===== src/rtl/beamformer_pkg.sv =====
// Shared parameters and FSM state encoding for the beamformer frame scheduler.
// Defaults describe the 8-bit, 2-channel, 16-clock-slot configuration.
package beamformer_pkg;

  localparam int NUMBER_OF_BITS = 8;
  localparam int BUFFER_SIZE    = 8;
  localparam int NUM_CHANNELS   = 2;
  localparam int SLOT_BITS      = 16;
  localparam int FRAME_BITS     = 2 * SLOT_BITS;
  localparam int IDX_W          = $clog2(BUFFER_SIZE);
  localparam int CHAN_W         = 3;

  typedef enum logic [1:0] {
    IDLE,
    CLR,
    READ,
    LOAD
  } sched_state_t;

  // Requested delays beyond the buffer depth saturate at the deepest tap.
  function automatic int clamp_delay(input int delay, input int max_delay);
    return (delay > max_delay) ? max_delay : delay;
  endfunction

endpackage


===== src/rtl/beam_frame_scheduler_if.sv =====
// Frame strobes, buffer-read controls and serial config pins of the scheduler.
// master = scheduler side, slave = datapath / config source side.
interface beam_frame_scheduler_if #(
  parameter int IDX_W = beamformer_pkg::IDX_W
);
  logic             ena;
  logic             ws;
  logic             cap_left;
  logic             cap_right;
  logic             buf_shift;
  logic             cfg_sclk;
  logic             cfg_sdata;
  logic [2:0]       cfg_sel;
  logic             rd_en;
  logic [2:0]       rd_chan;
  logic [IDX_W-1:0] rd_index;
  logic             acc_clr;
  logic             out_load;
  logic             cfg_err;

  modport master (
    input  ena, cfg_sclk, cfg_sdata, cfg_sel,
    output ws, cap_left, cap_right, buf_shift,
    output rd_en, rd_chan, rd_index, acc_clr, out_load, cfg_err
  );

  modport slave (
    output ena, cfg_sclk, cfg_sdata, cfg_sel,
    input  ws, cap_left, cap_right, buf_shift,
    input  rd_en, rd_chan, rd_index, acc_clr, out_load, cfg_err
  );
endinterface


===== src/rtl/cfg_serial_sync.sv =====
// Brings the asynchronous serial config clock into clk and flags its rising edges.
// Data and select ride a pipeline of equal depth so they line up with the edge flag.
module cfg_serial_sync (
  input  logic       clk,
  input  logic       rst_n,
  input  logic       cfg_sclk,
  input  logic       cfg_sdata,
  input  logic [2:0] cfg_sel,
  output logic       sclk_rise,
  output logic       sdata_sync,
  output logic [2:0] sel_sync
);
  logic [2:0] sclk_reg;
  logic [1:0] sdata_reg;
  logic [2:0] sel_reg [2];

  always_ff @(posedge clk or negedge rst_n) begin
    if (!rst_n) begin
      sclk_reg   <= '0;
      sdata_reg  <= '0;
      sel_reg[0] <= '0;
      sel_reg[1] <= '0;
    end else begin
      sclk_reg   <= {sclk_reg[1:0], cfg_sclk};
      sdata_reg  <= {sdata_reg[0], cfg_sdata};
      sel_reg[0] <= cfg_sel;
      sel_reg[1] <= sel_reg[0];
    end
  end

  // Stage 1 is the first metastability-safe copy; stage 2 only serves edge detection.
  assign sclk_rise  = sclk_reg[1] & ~sclk_reg[2];
  assign sdata_sync = sdata_reg[1];
  assign sel_sync   = sel_reg[1];

endmodule


===== src/rtl/beam_frame_scheduler.sv =====
// I2S frame timing plus the once-per-frame delay-read / accumulate / load sequence.
// Per-channel delays are shifted in serially and take effect only in the CLR cycle.
module beam_frame_scheduler #(
  parameter int NUMBER_OF_BITS = beamformer_pkg::NUMBER_OF_BITS,
  parameter int BUFFER_SIZE    = beamformer_pkg::BUFFER_SIZE,
  parameter int NUM_CHANNELS   = beamformer_pkg::NUM_CHANNELS,
  parameter int SLOT_BITS      = beamformer_pkg::SLOT_BITS
) (
  input logic                   clk,
  input logic                   rst_n,
  beam_frame_scheduler_if.master bus
);
  import beamformer_pkg::*;

  localparam int FRAME_LEN = 2 * SLOT_BITS;
  localparam int DELAY_W   = $clog2(BUFFER_SIZE);
  localparam int CNT_W     = $clog2(FRAME_LEN);

  localparam logic [CNT_W-1:0] LAST_CNT  = CNT_W'(FRAME_LEN - 1);
  localparam logic [CNT_W-1:0] SLOT_CNT  = CNT_W'(SLOT_BITS);
  localparam logic [CNT_W-1:0] CAP_L_CNT = CNT_W'(NUMBER_OF_BITS + 1);
  localparam logic [CNT_W-1:0] CAP_R_CNT = CNT_W'(SLOT_BITS + NUMBER_OF_BITS + 1);
  localparam logic [2:0]       LAST_CHAN = 3'(NUM_CHANNELS - 1);

  if ((NUM_CHANNELS + 2 > SLOT_BITS) || (NUMBER_OF_BITS + 2 > SLOT_BITS) ||
      (NUM_CHANNELS < 1) || (NUM_CHANNELS > 8) || (BUFFER_SIZE < 4)) begin : g_bad_params
    $error("beam_frame_scheduler: parameters do not fit the frame timing");
  end

  logic [CNT_W-1:0] frame_cnt_reg, frame_cnt_next;
  logic             ws_reg;
  logic             frame_start;

  sched_state_t     state_reg, state_next;
  logic [2:0]       chan_reg, chan_next;
  logic             acc_clr, rd_en, out_load, load_active;

  logic             cfg_rise, cfg_bit;
  logic [2:0]       cfg_sel_s;
  logic             cfg_err_reg;

  logic [NUM_CHANNELS-1:0][DELAY_W-1:0] active_bus;
  logic [DELAY_W-1:0]                   rd_index_mux;

  // ---------------- frame timing ----------------
  always_comb begin
    frame_cnt_next = frame_cnt_reg;
    if (bus.ena) begin
      frame_cnt_next = (frame_cnt_reg == LAST_CNT) ? '0 : frame_cnt_reg + 1'b1;
    end
  end

  // ws is registered from the next count so it always matches the current slot.
  always_ff @(posedge clk or negedge rst_n) begin
    if (!rst_n) begin
      frame_cnt_reg <= '0;
      ws_reg        <= 1'b0;
    end else begin
      frame_cnt_reg <= frame_cnt_next;
      ws_reg        <= (frame_cnt_next >= SLOT_CNT);
    end
  end

  assign frame_start = bus.ena && (frame_cnt_reg == LAST_CNT);

  // ---------------- read sequencer ----------------
  always_ff @(posedge clk or negedge rst_n) begin
    if (!rst_n) begin
      state_reg <= IDLE;
      chan_reg  <= '0;
    end else begin
      state_reg <= state_next;
      chan_reg  <= chan_next;
    end
  end

  always_comb begin
    state_next  = state_reg;
    chan_next   = chan_reg;
    acc_clr     = 1'b0;
    rd_en       = 1'b0;
    out_load    = 1'b0;
    load_active = 1'b0;
    case (state_reg)
      IDLE: begin
        if (frame_start) state_next = CLR;
      end
      CLR: begin
        acc_clr     = 1'b1;
        load_active = 1'b1;
        chan_next   = '0;
        state_next  = READ;
      end
      READ: begin
        rd_en = 1'b1;
        if (chan_reg == LAST_CHAN) begin
          state_next = LOAD;
        end else begin
          chan_next = chan_reg + 3'd1;
        end
      end
      LOAD: begin
        out_load   = 1'b1;
        state_next = IDLE;
      end
      default: state_next = IDLE;
    endcase
  end

  // ---------------- serial delay configuration ----------------
  cfg_serial_sync u_cfg_sync (
    .clk        (clk),
    .rst_n      (rst_n),
    .cfg_sclk   (bus.cfg_sclk),
    .cfg_sdata  (bus.cfg_sdata),
    .cfg_sel    (bus.cfg_sel),
    .sclk_rise  (cfg_rise),
    .sdata_sync (cfg_bit),
    .sel_sync   (cfg_sel_s)
  );

  always_ff @(posedge clk or negedge rst_n) begin
    if (!rst_n) begin
      cfg_err_reg <= 1'b0;
    end else if (cfg_rise && ({1'b0, cfg_sel_s} >= 4'(NUM_CHANNELS))) begin
      cfg_err_reg <= 1'b1;
    end
  end

  // A shift landing on the CLR edge is not seen by active until the next frame.
  for (genvar gi = 0; gi < NUM_CHANNELS; gi++) begin : g_chan
    logic [DELAY_W-1:0] shadow_reg;
    logic [DELAY_W-1:0] active_reg;

    always_ff @(posedge clk or negedge rst_n) begin
      if (!rst_n) begin
        shadow_reg <= '0;
        active_reg <= '0;
      end else begin
        if (load_active) begin
          active_reg <= DELAY_W'(clamp_delay(int'(shadow_reg), BUFFER_SIZE - 1));
        end
        if (cfg_rise && (cfg_sel_s == 3'(gi))) begin
          shadow_reg <= {shadow_reg[DELAY_W-2:0], cfg_bit};
        end
      end
    end

    assign active_bus[gi] = active_reg;
  end

  always_comb begin
    rd_index_mux = '0;
    for (int c = 0; c < NUM_CHANNELS; c++) begin
      if (chan_reg == 3'(c)) rd_index_mux = active_bus[c];
    end
  end

  // ---------------- outputs ----------------
  assign bus.ws        = ws_reg;
  assign bus.cap_left  = bus.ena && (frame_cnt_reg == CAP_L_CNT);
  assign bus.cap_right = bus.ena && (frame_cnt_reg == CAP_R_CNT);
  assign bus.buf_shift = frame_start;
  assign bus.acc_clr   = acc_clr;
  assign bus.rd_en     = rd_en;
  assign bus.rd_chan   = rd_en ? chan_reg : 3'd0;
  assign bus.rd_index  = rd_en ? rd_index_mux : '0;
  assign bus.out_load  = out_load;
  assign bus.cfg_err   = cfg_err_reg;

endmodule


===== src/flat_wrapper.sv =====
// flat-port wrapper written by rule: the top's interface ports become plain ports
module beam_frame_scheduler_flat import beamformer_pkg::*;
#(
  parameter int NUMBER_OF_BITS = beamformer_pkg::NUMBER_OF_BITS,
  parameter int BUFFER_SIZE    = beamformer_pkg::BUFFER_SIZE,
  parameter int NUM_CHANNELS   = beamformer_pkg::NUM_CHANNELS,
  parameter int SLOT_BITS      = beamformer_pkg::SLOT_BITS
)
  (clk, rst_n, bus_ena, bus_cfg_sclk, bus_cfg_sdata, bus_cfg_sel, bus_ws, bus_cap_left, bus_cap_right, bus_buf_shift, bus_rd_en, bus_rd_chan, bus_rd_index, bus_acc_clr, bus_out_load, bus_cfg_err);
  beam_frame_scheduler_if #(.IDX_W(3)) bus_i ();
  input logic clk;
  input logic rst_n;
  input wire logic [$bits(bus_i.ena)-1:0] bus_ena;
  input wire logic [$bits(bus_i.cfg_sclk)-1:0] bus_cfg_sclk;
  input wire logic [$bits(bus_i.cfg_sdata)-1:0] bus_cfg_sdata;
  input wire logic [$bits(bus_i.cfg_sel)-1:0] bus_cfg_sel;
  output wire logic [$bits(bus_i.ws)-1:0] bus_ws;
  output wire logic [$bits(bus_i.cap_left)-1:0] bus_cap_left;
  output wire logic [$bits(bus_i.cap_right)-1:0] bus_cap_right;
  output wire logic [$bits(bus_i.buf_shift)-1:0] bus_buf_shift;
  output wire logic [$bits(bus_i.rd_en)-1:0] bus_rd_en;
  output wire logic [$bits(bus_i.rd_chan)-1:0] bus_rd_chan;
  output wire logic [$bits(bus_i.rd_index)-1:0] bus_rd_index;
  output wire logic [$bits(bus_i.acc_clr)-1:0] bus_acc_clr;
  output wire logic [$bits(bus_i.out_load)-1:0] bus_out_load;
  output wire logic [$bits(bus_i.cfg_err)-1:0] bus_cfg_err;
  assign bus_i.ena = bus_ena;
  assign bus_i.cfg_sclk = bus_cfg_sclk;
  assign bus_i.cfg_sdata = bus_cfg_sdata;
  assign bus_i.cfg_sel = bus_cfg_sel;
  assign bus_ws = bus_i.ws;
  assign bus_cap_left = bus_i.cap_left;
  assign bus_cap_right = bus_i.cap_right;
  assign bus_buf_shift = bus_i.buf_shift;
  assign bus_rd_en = bus_i.rd_en;
  assign bus_rd_chan = bus_i.rd_chan;
  assign bus_rd_index = bus_i.rd_index;
  assign bus_acc_clr = bus_i.acc_clr;
  assign bus_out_load = bus_i.out_load;
  assign bus_cfg_err = bus_i.cfg_err;
  beam_frame_scheduler #(.NUMBER_OF_BITS(NUMBER_OF_BITS), .BUFFER_SIZE(BUFFER_SIZE), .NUM_CHANNELS(NUM_CHANNELS), .SLOT_BITS(SLOT_BITS)) u_core (.clk(clk), .rst_n(rst_n), .bus(bus_i));
endmodule

===== config.mk =====
export PLATFORM = sky130hd
export DESIGN_NAME = beam_frame_scheduler_flat
export DESIGN_NICKNAME = d
export VERILOG_FILES = /design/src/rtl/beamformer_pkg.sv /design/src/rtl/beam_frame_scheduler_if.sv /design/src/rtl/cfg_serial_sync.sv /design/src/rtl/beam_frame_scheduler.sv /design/src/flat_wrapper.sv
export SDC_FILE = /design/constraint.sdc
export NUM_CORES = 1
export LEC_CHECK = 0
export CAP_MARGIN = 15
export CORE_ASPECT_RATIO = 1.5
export CORE_UTILIZATION = 48
export DETAILED_ROUTE_END_ITERATION = 10
export PLACE_DENSITY = 0.75
export SLEW_MARGIN = 10
export SYNTH_ARGS = -nofsm -noshare
export SYNTH_HDL_FRONTEND = slang
export SYNTH_HIERARCHICAL = 1
export SYNTH_SLANG_ARGS = --single-unit

===== constraint.sdc =====
create_clock -name clk -period 1.77 [get_ports clk]
set_clock_uncertainty 0.15 [all_clocks]
set_input_delay 0.4425 -clock clk [delete_from_list [all_inputs] [get_ports clk]]
set_output_delay 0.4425 -clock clk [all_outputs]
set_load 0.01 [all_outputs]

==> flow_summary.json, run 1 <==
{
  "run_status": "complete, but fails checks",
  "violations": "setup timing",
  "yosys.area.top_type_share_pct": 55.2,
  "ys_ff_latch": 34,
  "dpl_worst_slack_ps": -604,
  "layout_setup_ws_ps": -238,
  "fp-row-count": 24,
  "gp_congestion": 0.755,
  "avgViaCountPerCell": 4.96,
  "cts_tree": "built",
  "hpwl_um": 2020,
  "fillers": 180,
  "die_y_um": 71.4,
  "synth_area_leaders": "dfrtp_1 (55%), mux2_2 (8.8%), ha_1 (8.1%)",
  "timing.fmax_ghz": 0.498,
  "cp_data_arrival_time_ps": 1420,
  "post_synth_num_cell_types": 26,
  "period_needed_ps": 2010,
  "clock_latency_ps": 290,
  "seq_area_frac_synth_pct": 55.2,
  "power.leakage_nw": 1.07,
  "root_buffer": "clkbuf_8",
  "powerDensity_nw_per_um2": 1700,
  "syn_area_um2": 1540,
  "die-area_um2": 3440,
  "rrSetupSlack_ps": -70,
  "hold_viol": 0,
  "wl_per_cell_um": 15.6,
  "critical_path_class": "reg -> out",
  "synth_nets": 138,
  "num-nets-final": 191,
  "worstPathRequired_ps": 1180,
  "cts_sinks": 34,
  "ant_nets": 0,
  "chipWidth_um": 48.3,
  "tightest_slew_ps": 294,
  "area_growth_pct": 44.7,
  "core_area_um2": 2970,
  "finalCritPeriodShare_pct": 113,
  "place.port_buffers": 21,
  "synth_warnings": 6,
  "totalWireLength_um": 3320,
  "critPathCaptureType": "output port",
  "regArea_um2": 851,
  "antennaDiodeCount": 0,
  "drive_gt1_share_pct": 51.7,
  "grt_pass1_wl_um": 5050,
  "syn_inst": 120,
  "clockBufferDepth": 2,
  "overflow": 0,
  "finalMaxSlewViolations": 0,
  "postCtsHoldBufs": 0,
  "synth_area_leader_cell": "dfrtp_1",
  "antenna_found_initial": 0,
  "setup_violations": 11,
  "multiInputGateArea_um2": 721,
  "path_clk_slew_ps": 70,
  "hold_path.class": "reg -> reg",
  "relSlewSlack_pct": 80.3,
  "dr.first_iter.drc_count": 16,
  "crit_path_start_kind": "flip-flop",
  "cts_buffers": 5,
  "grt_util_all_layers_pct": 21.1,
  "grt_start_max_net_pins": 35,
  "h-tree-depth": 2,
  "num_vias": 1056,
  "initial_utilization_pct": 51.8,
  "ioPinCount": 22,
  "grt_pass1_vias": 1173,
  "drc": 0,
  "drv_cap": 0,
  "tns_ps": -1590,
  "drt_pass1_iterations": 4,
  "syn_avg_cell_area_um2": 12.8,
  "ir_worst_vdd_mv": 1.21,
  "rsz0062_at_grt": "yes",
  "crit_path_max_fanout": 2
}
==> metal layers <==
layer / track usage, % / share of wire (%) / up-vias
met5: 0 / 0 / -
met4: 8.02 / 1.4 / 0
met3: 6.30 / 2.7 / 5
met2: 37.6 / 59 / 18
met1: 21.4 / 37 / 527
li1: - / - / 506
==> what timing repair did <==
item	in CTS	in global routing
pin swaps	13	7
resized for setup	78	13
gates cloned	0	0
buffers inserted	7	6
setup endpoints to repair	14	15
==> kinds of logic after synthesis <==
logic type | Yosys count | share of synthesized area [%]
AOI/OAI and AO/OA | 11 | 5.20
adders and majority gates | 10 | 8.12
buffers and inverters | 16 | 5.04
DFF | 34 | 55.2
muxes | 19 | 14.3
and+or+nand+nor | 30 | 12.1
==> layout make-up <==
class	count	share of cell area [%]
flip-flops and latches	34	38.2
clock buffers	5	3.09
multi-input cells	70	32.3
well taps	39	2.19
repair buffers	52	20.3
inverters	10	1.91
clock inverters	3	2.02
==> critical path, stage by stage, from the launching register on <==
cell and delay, ps:
dfrtp_1 410, ha_2 200, and3_4 150, ha_4 160
nand2_4 60, inv_2 40, buf_6 110
==> per-stage QoR <==
stage | power [mW] | area (um^2) | cells | hold WS [ps] | utilization (%)
2_1_floorplan | 1.93 | 1550 | 120 | -3.09 | -
3_3_place_gp | 2.48 | 1930 | 194 | 183 | 64.8
3_5_place_dp | 2.57 | 1930 | 194 | 186 | 64.8
4_1_cts | 3.59 | 2150 | 209 | 202 | 72.2
5_1_grt | 4.00 | 2230 | 213 | 213 | 75.0
6_report | 3.79 | 2230 | 213 | 199 | 75.0
==> Yosys cell counts (all sizes together) <==
cell	n
nand2b	5
and2	3
and3	1
nor2b	3
mux2i	4
nand2	6
o22ai	2
a22o	1
nor4b	1
nor2	8
and4bb	1
nand3	1
o21ai	2
buf	6
ha	10
inv	10
a22oi	4
nand4	1
a21oi	1
dfrtp	34
mux2	15
o22a	1
==> placed cells by master (no fill, tap or decap), types with 4 or more instances in the layout <==
master	count
dfrtp_1	34
buf_4	25
buf_6	11
mux2_2	11
nor2_1	7
clkdlybuf4s50_1	6
buf_2	6
clkbuf_8	5
inv_1	5
nand2b_1	5
nand2_1	5
ha_4	5
mux2_4	4
mux2i_1	4
==> where the power goes <==
part | switching, mW | total (mW) | internal (mW)
Combinational | 0.816 | 1.91 | 1.09
Clock | 0.298 | 0.717 | 0.419
Sequential | 0.162 | 1.16 | 0.999
==> path summary, 6_finish.rpt <==
| check | to | cells past startpoint | from |
|---|---|---|---|
| setup / recovery | bus_buf_shift | 6 | flip-flop |
| hold reg to reg | u_core/u_cfg_sync/sel_sync[0] | 0 | u_core/u_cfg_sync/sel_reg[3] |
| setup reg to reg | u_core/state_reg[1] | 7 | flip-flop |
| hold / removal | u_core/u_cfg_sync/sel_sync[0] | 0 | u_core/u_cfg_sync/sel_reg[3] |
| max in group asynchronous | u_core/g_chan[1].active_reg[2] | 2 | rst_n |
| min in group asynchronous | u_core/state_reg[0] | 2 | rst_n |
Note: power is estimated with default switching activity, not from simulation.
==> run 2, diff against run 1 <==
--- a/config.mk
+++ b/config.mk
@@ -7,9 +7,9 @@
 export LEC_CHECK = 0
 export CAP_MARGIN = 15
 export CORE_ASPECT_RATIO = 1.5
-export CORE_UTILIZATION = 48
+export CORE_UTILIZATION = 35
 export DETAILED_ROUTE_END_ITERATION = 10
-export PLACE_DENSITY = 0.75
+export PLACE_DENSITY = 0.58
 export SLEW_MARGIN = 10
 export SYNTH_ARGS = -nofsm -noshare
 export SYNTH_HDL_FRONTEND = slang
==> flow_summary.json, run 2 (same netlist as run 1, synthesis figures left out) <==
{
  "run_status": "complete, but fails checks",
  "violations": "setup timing",
  "wl_met1_um": 975,
  "clock_latency_ps": 270,
  "initial_utilization_pct": 36.6,
  "num_vias": 1035,
  "cp_slowest_cell": "dfrtp_1",
  "fillers": 392,
  "path_depth": 6,
  "cp_top_family": "flip-flops",
  "rsz0062_at_grt": "yes",
  "path_clk_slew_ps": 60,
  "timing.fmax_ghz": 0.507,
  "cp_num_buf_inv": 2,
  "dr_wl_met2_um": 1670,
  "final_core_utilization_pct": 51.4,
  "period_needed_ps": 1970,
  "grt_pass1_vias": 1079,
  "hpwl_um": 1960,
  "dr.first_iter.drc_count": 10,
  "root_buffer": "clkbuf_8",
  "layout_common_cells": "dfrtp_1 (34), buf_4 (20), mux2_2 (11)",
  "grt_start_max_net_pins": 35,
  "avgViaCountPerCell": 4.84,
  "powerDensity_nw_per_um2": 1570,
  "die-area_um2": 4680,
  "drive_gt1_share_pct": 50.6,
  "area_growth_pct": 40.5,
  "finalMaxSlewViolations": 0,
  "finalCritPeriodShare_pct": 111,
  "rrSetupSlack_ps": -90,
  "ioPinCount": 22,
  "fp-row-count": 29,
  "final_area_um2": 2160,
  "relSlewSlack_pct": 77.5,
  "worstPathRequired_ps": 1180,
  "antenna_found_initial": 0,
  "place.port_buffers": 21,
  "multiInputGateArea_um2": 726,
  "grt_pass1_wl_um": 4640,
  "drt_pass1_iterations": 4,
  "hold_path.class": "reg -> reg",
  "chipWidth_um": 56.2,
  "setup_violations": 8,
  "dr.max_layer_used": "met4",
  "totalWireLength_um": 2770,
  "worstPathCellList": "inv_1 -> ha_2 -> nor2b_4 -> a22oi_2 -> nor2_1 -> buf_2",
  "layout_setup_ws_ps": -202,
  "clockBufferDepth": 2,
  "die_y_um": 83.2,
  "regToRegEndpoint": "u_core/state_reg[1]",
  "tightest_slew_ps": 336,
  "hold_viol": 0,
  "rr_worst_depth": 7,
  "power.leakage_nw": 1.04,
  "cts_buffers": 5,
  "cts_tree": "built",
  "cp_slowest_stage_delay_ps": 420,
  "core_area_um2": 4210,
  "crit_path_start_kind": "flip-flop",
  "wl_per_cell_um": 13.0,
  "critical_path_class": "reg -> out",
  "h-tree-depth": 2,
  "ir_worst_vdd_mv": 0.979,
  "dr_wl_met3_um": 106,
  "grt_util_all_layers_pct": 12.8,
  "overflow": 0,
  "layout_commonest_cell": "dfrtp_1",
  "drc": 0,
  "crit_path_max_fanout": 3,
  "regArea_um2": 851,
  "dpl_cell_area_um2": 1940,
  "cp_data_arrival_time_ps": 1380,
  "startpoint": "u_core/chan_reg[0]",
  "ant_nets": 0,
  "cts_sinks": 34,
  "antennaDiodeCount": 0,
  "critPathCaptureType": "output port",
  "crit_end": "bus_rd_index[1]",
  "num-nets-final": 186,
  "drv_cap": 0,
  "gp_congestion": 0.737
}
run 2: cell types whose count changed in the layout (fill, tap and decap cells not counted):
cell        change
nor2_2          -1
ha_1            -1
clkinvlp_4      -2
buf_6           -1
ha_2            +1
bufinv_16       -1
buf_2           +1
a22oi_2         +1
clkinv_2        +2
buf_4           -5
a22oi_1         -1
nor2_1          +1
run 2: metrics by stage:
stage                     power (mW)  TNS, ps  hold slack [ps]  setup slack [ps]  instances
after floorplan                 1.93        0            -3.09              11.1        120
after global placement          2.48    -3710              184              -559        201
final                           3.40    -1160              198              -202        214
after global routing            3.65    -1960              212              -291        214
after detailed placement        2.55    -4000              186              -611        201
after CTS                       3.35    -1520              200              -229        213
run 2: worst reg2reg max path, delay by kind of cell (launching register included):
kind                     cells  cell delay [ps]
AO/OA/AOI/OAI                1              230
AND/OR/NAND/NOR              2              240
buffers and inverters        1              110
flip-flops                   1              360
adder cells (fa/ha/maj)      2              330
multiplexers                 1              320
run 2: final cells by class:
class	count	share of cell area [%]
timing repair buffer	47	18.9
tap	46	2.66
multi-input combinational	70	33.5
clock buffer	5	3.18
clock inverter	2	0.463
inverter	10	1.97
sequential	34	39.3
run 2: worst min path at each step:
stage,start,endpoint,cells after the start,slack [ps]
global placement,u_core/u_cfg_sync/sel_reg[4],u_core/u_cfg_sync/sel_sync[1],0,180
finish,u_core/u_cfg_sync/sel_reg[3],u_core/u_cfg_sync/sel_sync[0],0,200
CTS,u_core/u_cfg_sync/sel_reg[5],u_core/u_cfg_sync/sel_sync[2],0,200
detailed placement,u_core/u_cfg_sync/sel_reg[5],u_core/u_cfg_sync/sel_sync[2],0,190
global route,u_core/u_cfg_sync/sclk_reg[0],u_core/u_cfg_sync/sclk_reg[1],0,210
floorplan,rst_n,asynchronous set/reset pin,0,-3
run 2: repair_timing:
action / 4_1_cts / 5_1_grt
hold buffers: 0 / 0
resized for setup: 76 / 16
endpoints found under the setup margin: 14 / 15
buffers inserted: 6 / 4
pin swaps: 12 / 4
endpoints found under the hold margin: 0 / 0
run 2: where the power goes:
group / internal, mW / switching (mW)
Combinational: 1.01 / 0.707
Sequential: 1.00 / 0.163
Clock: 0.263 / 0.254
run 2: metal layers:
metal / up-vias / GRT usage, %
met2: 20 / 24.0
met3: 2 / 3.74
met1: 517 / 12.5
li1: 496 / -
met5: - / 0
met4: 0 / 5.99
==> run 3, diff against run 2 <==
--- a/config.mk
+++ b/config.mk
@@ -6,7 +6,7 @@
 export NUM_CORES = 1
 export LEC_CHECK = 0
 export CAP_MARGIN = 15
-export CORE_ASPECT_RATIO = 1.5
+export CORE_ASPECT_RATIO = 1.2
 export CORE_UTILIZATION = 35
 export DETAILED_ROUTE_END_ITERATION = 10
 export PLACE_DENSITY = 0.58
==> flow_summary.json, run 3 (same netlist as run 1, synthesis figures left out) <==
{
  "antennaDiodeCount": 0,
  "dr.first_iter.drc_count": 34,
  "area_growth_pct": 44.3,
  "hpwl_um": 1870,
  "core_area_um2": 4230,
  "p_sw_mw": 1.14,
  "intPower_mw": 2.61,
  "setup_violations": 10,
  "dpl_worst_slack_ps": -578,
  "powerDensity_nw_per_um2": 1690,
  "fin_cells": 224,
  "cp_data_arrival_time_ps": 1410,
  "layout_common_cells": "dfrtp_1 (34), buf_4 (19), buf_6 (12)",
  "num-nets-final": 185,
  "tightest_slew_ps": 304,
  "p_sw_share_pct": 30.3,
  "critical_path_class": "reg -> out",
  "critPathCaptureType": "output port",
  "drv_cap": 0,
  "clockBufferDepth": 2,
  "finalCritPeriodShare_pct": 113,
  "postCtsHoldBufs": 0,
  "root_buffer": "clkbuf_8",
  "wl_per_cell_um": 12.3,
  "ioPinCount": 22,
  "hold_viol": 0,
  "crit_path_start_kind": "flip-flop",
  "clkPwrFrac_pct": 23.5,
  "drc": 0,
  "fp-row-count": 26,
  "rr_worst_depth": 7,
  "crit_path_max_fanout": 3,
  "cp_top_family": "flip-flops",
  "clock_latency_ps": 280,
  "cts_tree": "built",
  "rsz0062_at_grt": "yes",
  "power_frac_comb_pct": 45.7,
  "run_status": "complete, but fails checks",
  "gp_congestion": 0.705,
  "cts_sinks": 34,
  "finalMaxSlewViolations": 0,
  "hold_path.class": "reg -> reg",
  "ir_worst_vdd_mv": 0.675,
  "power_frac_seq_pct": 30.9,
  "cp_num_buf_inv": 2,
  "grt_start_max_net_pins": 35,
  "initial_utilization_pct": 36.4,
  "cp_slowest_stage_delay_ps": 380,
  "dpl.cell_count": 210,
  "worstPathCellList": "ha_2 -> and3_4 -> ha_4 -> nand2_4 -> inv_2 -> buf_6",
  "hold_depth": 0,
  "cts_buffers": 5,
  "final_area_um2": 2220,
  "drt_pass1_iterations": 4,
  "num_vias": 1008,
  "place.port_buffers": 21,
  "die_y_um": 74.7,
  "avgViaCountPerCell": 4.50,
  "fillers": 386,
  "totalWireLength_um": 2750,
  "grt_util_all_layers_pct": 13.2,
  "drive_gt1_share_pct": 50.0,
  "grt_pass1_wl_um": 4590,
  "timing.fmax_ghz": 0.499,
  "dpl_cell_area_um2": 1940,
  "overflow": 0,
  "cp_slowest_cell": "dfrtp_1",
  "violations": "setup timing",
  "path_depth": 6,
  "die-area_um2": 4670,
  "layout_commonest_cell": "dfrtp_1",
  "power.leakage_nw": 1.06,
  "grt_pass1_vias": 1026,
  "worstPathRequired_ps": 1180,
  "antenna_found_initial": 0,
  "h-tree-depth": 2,
  "ant_nets": 0,
  "layout_setup_ws_ps": -236,
  "period_needed_ps": 2010,
  "relSlewSlack_pct": 79.7,
  "tns_ps": -1440,
  "path_clk_slew_ps": 70,
  "chipWidth_um": 62.6
}
run 3: cell count changes in the layout (fill, tap and decap cells not counted), moves of 2 or more:
cell       before  now
buf_6          10   12
ha_4            5    3
buf_2           7    5
clkinv_2        2    0
bufinv_16       0    2
run 3: power by group through the flow:
stage,clock (mW),sequential [mW],combinational [mW]
after floorplan,0,1.15,0.777
after global placement,0,1.13,1.33
after detailed placement,0,1.15,1.39
after CTS,0.899,1.16,1.64
after global routing,0.929,1.19,1.89
final,0.880,1.16,1.71
run 3: area by class of cell:
class / count / area [um^2] / share of cell area (%)
clock buffer: 6 / 82.6 / 3.72
clock inverter: 2 / 60.1 / 2.70
inverter: 10 / 40.0 / 1.80
multi-input combinational: 70 / 706 / 31.8
sequential: 34 / 851 / 38.3
tap: 56 / 70.1 / 3.15
timing repair buffer: 46 / 413 / 18.6
run 3: per-layer routing:
metal	vias up	track usage (%)	routed length (um)
li1	493	-	-
met1	494	14.2	1120
met2	15	23.9	1500
met3	6	3.48	80
met4	0	7.75	53
met5	-	0	0
run 3: metrics by stage:
| step | hold slack, ps | utilization [%] | total power [mW] |
|---|---|---|---|
| after floorplan | -3.09 | - | 1.93 |
| after global placement | 184 | 45.9 | 2.47 |
| after detailed placement | 185 | 45.9 | 2.54 |
| after CTS | 201 | 51.7 | 3.70 |
| after global routing | 204 | 52.5 | 4.01 |
| final | 198 | 52.5 | 3.75 |
run 3: final timing paths:
kind / start / end / slack [ps]
hold / removal: u_core/u_cfg_sync/sel_reg[4] / u_core/u_cfg_sync/sel_sync[1] / 200
hold reg to reg: u_core/u_cfg_sync/sel_reg[4] / u_core/u_cfg_sync/sel_sync[1] / 200
setup reg to reg: flip-flop / u_core/state_reg[1] / -80
max in group asynchronous: rst_n / u_core/u_cfg_sync/sel_sync[2] / 920
min in group asynchronous: rst_n / asynchronous set/reset pin / 370
setup / recovery: flip-flop / bus_buf_shift / -240
run 3: timing repair:
item | 4_1_cts | 5_1_grt
buffers inserted | 5 | 2
pin swaps | 9 | 3
setup endpoints to repair | 14 | 14
gates resized for setup | 81 | 8
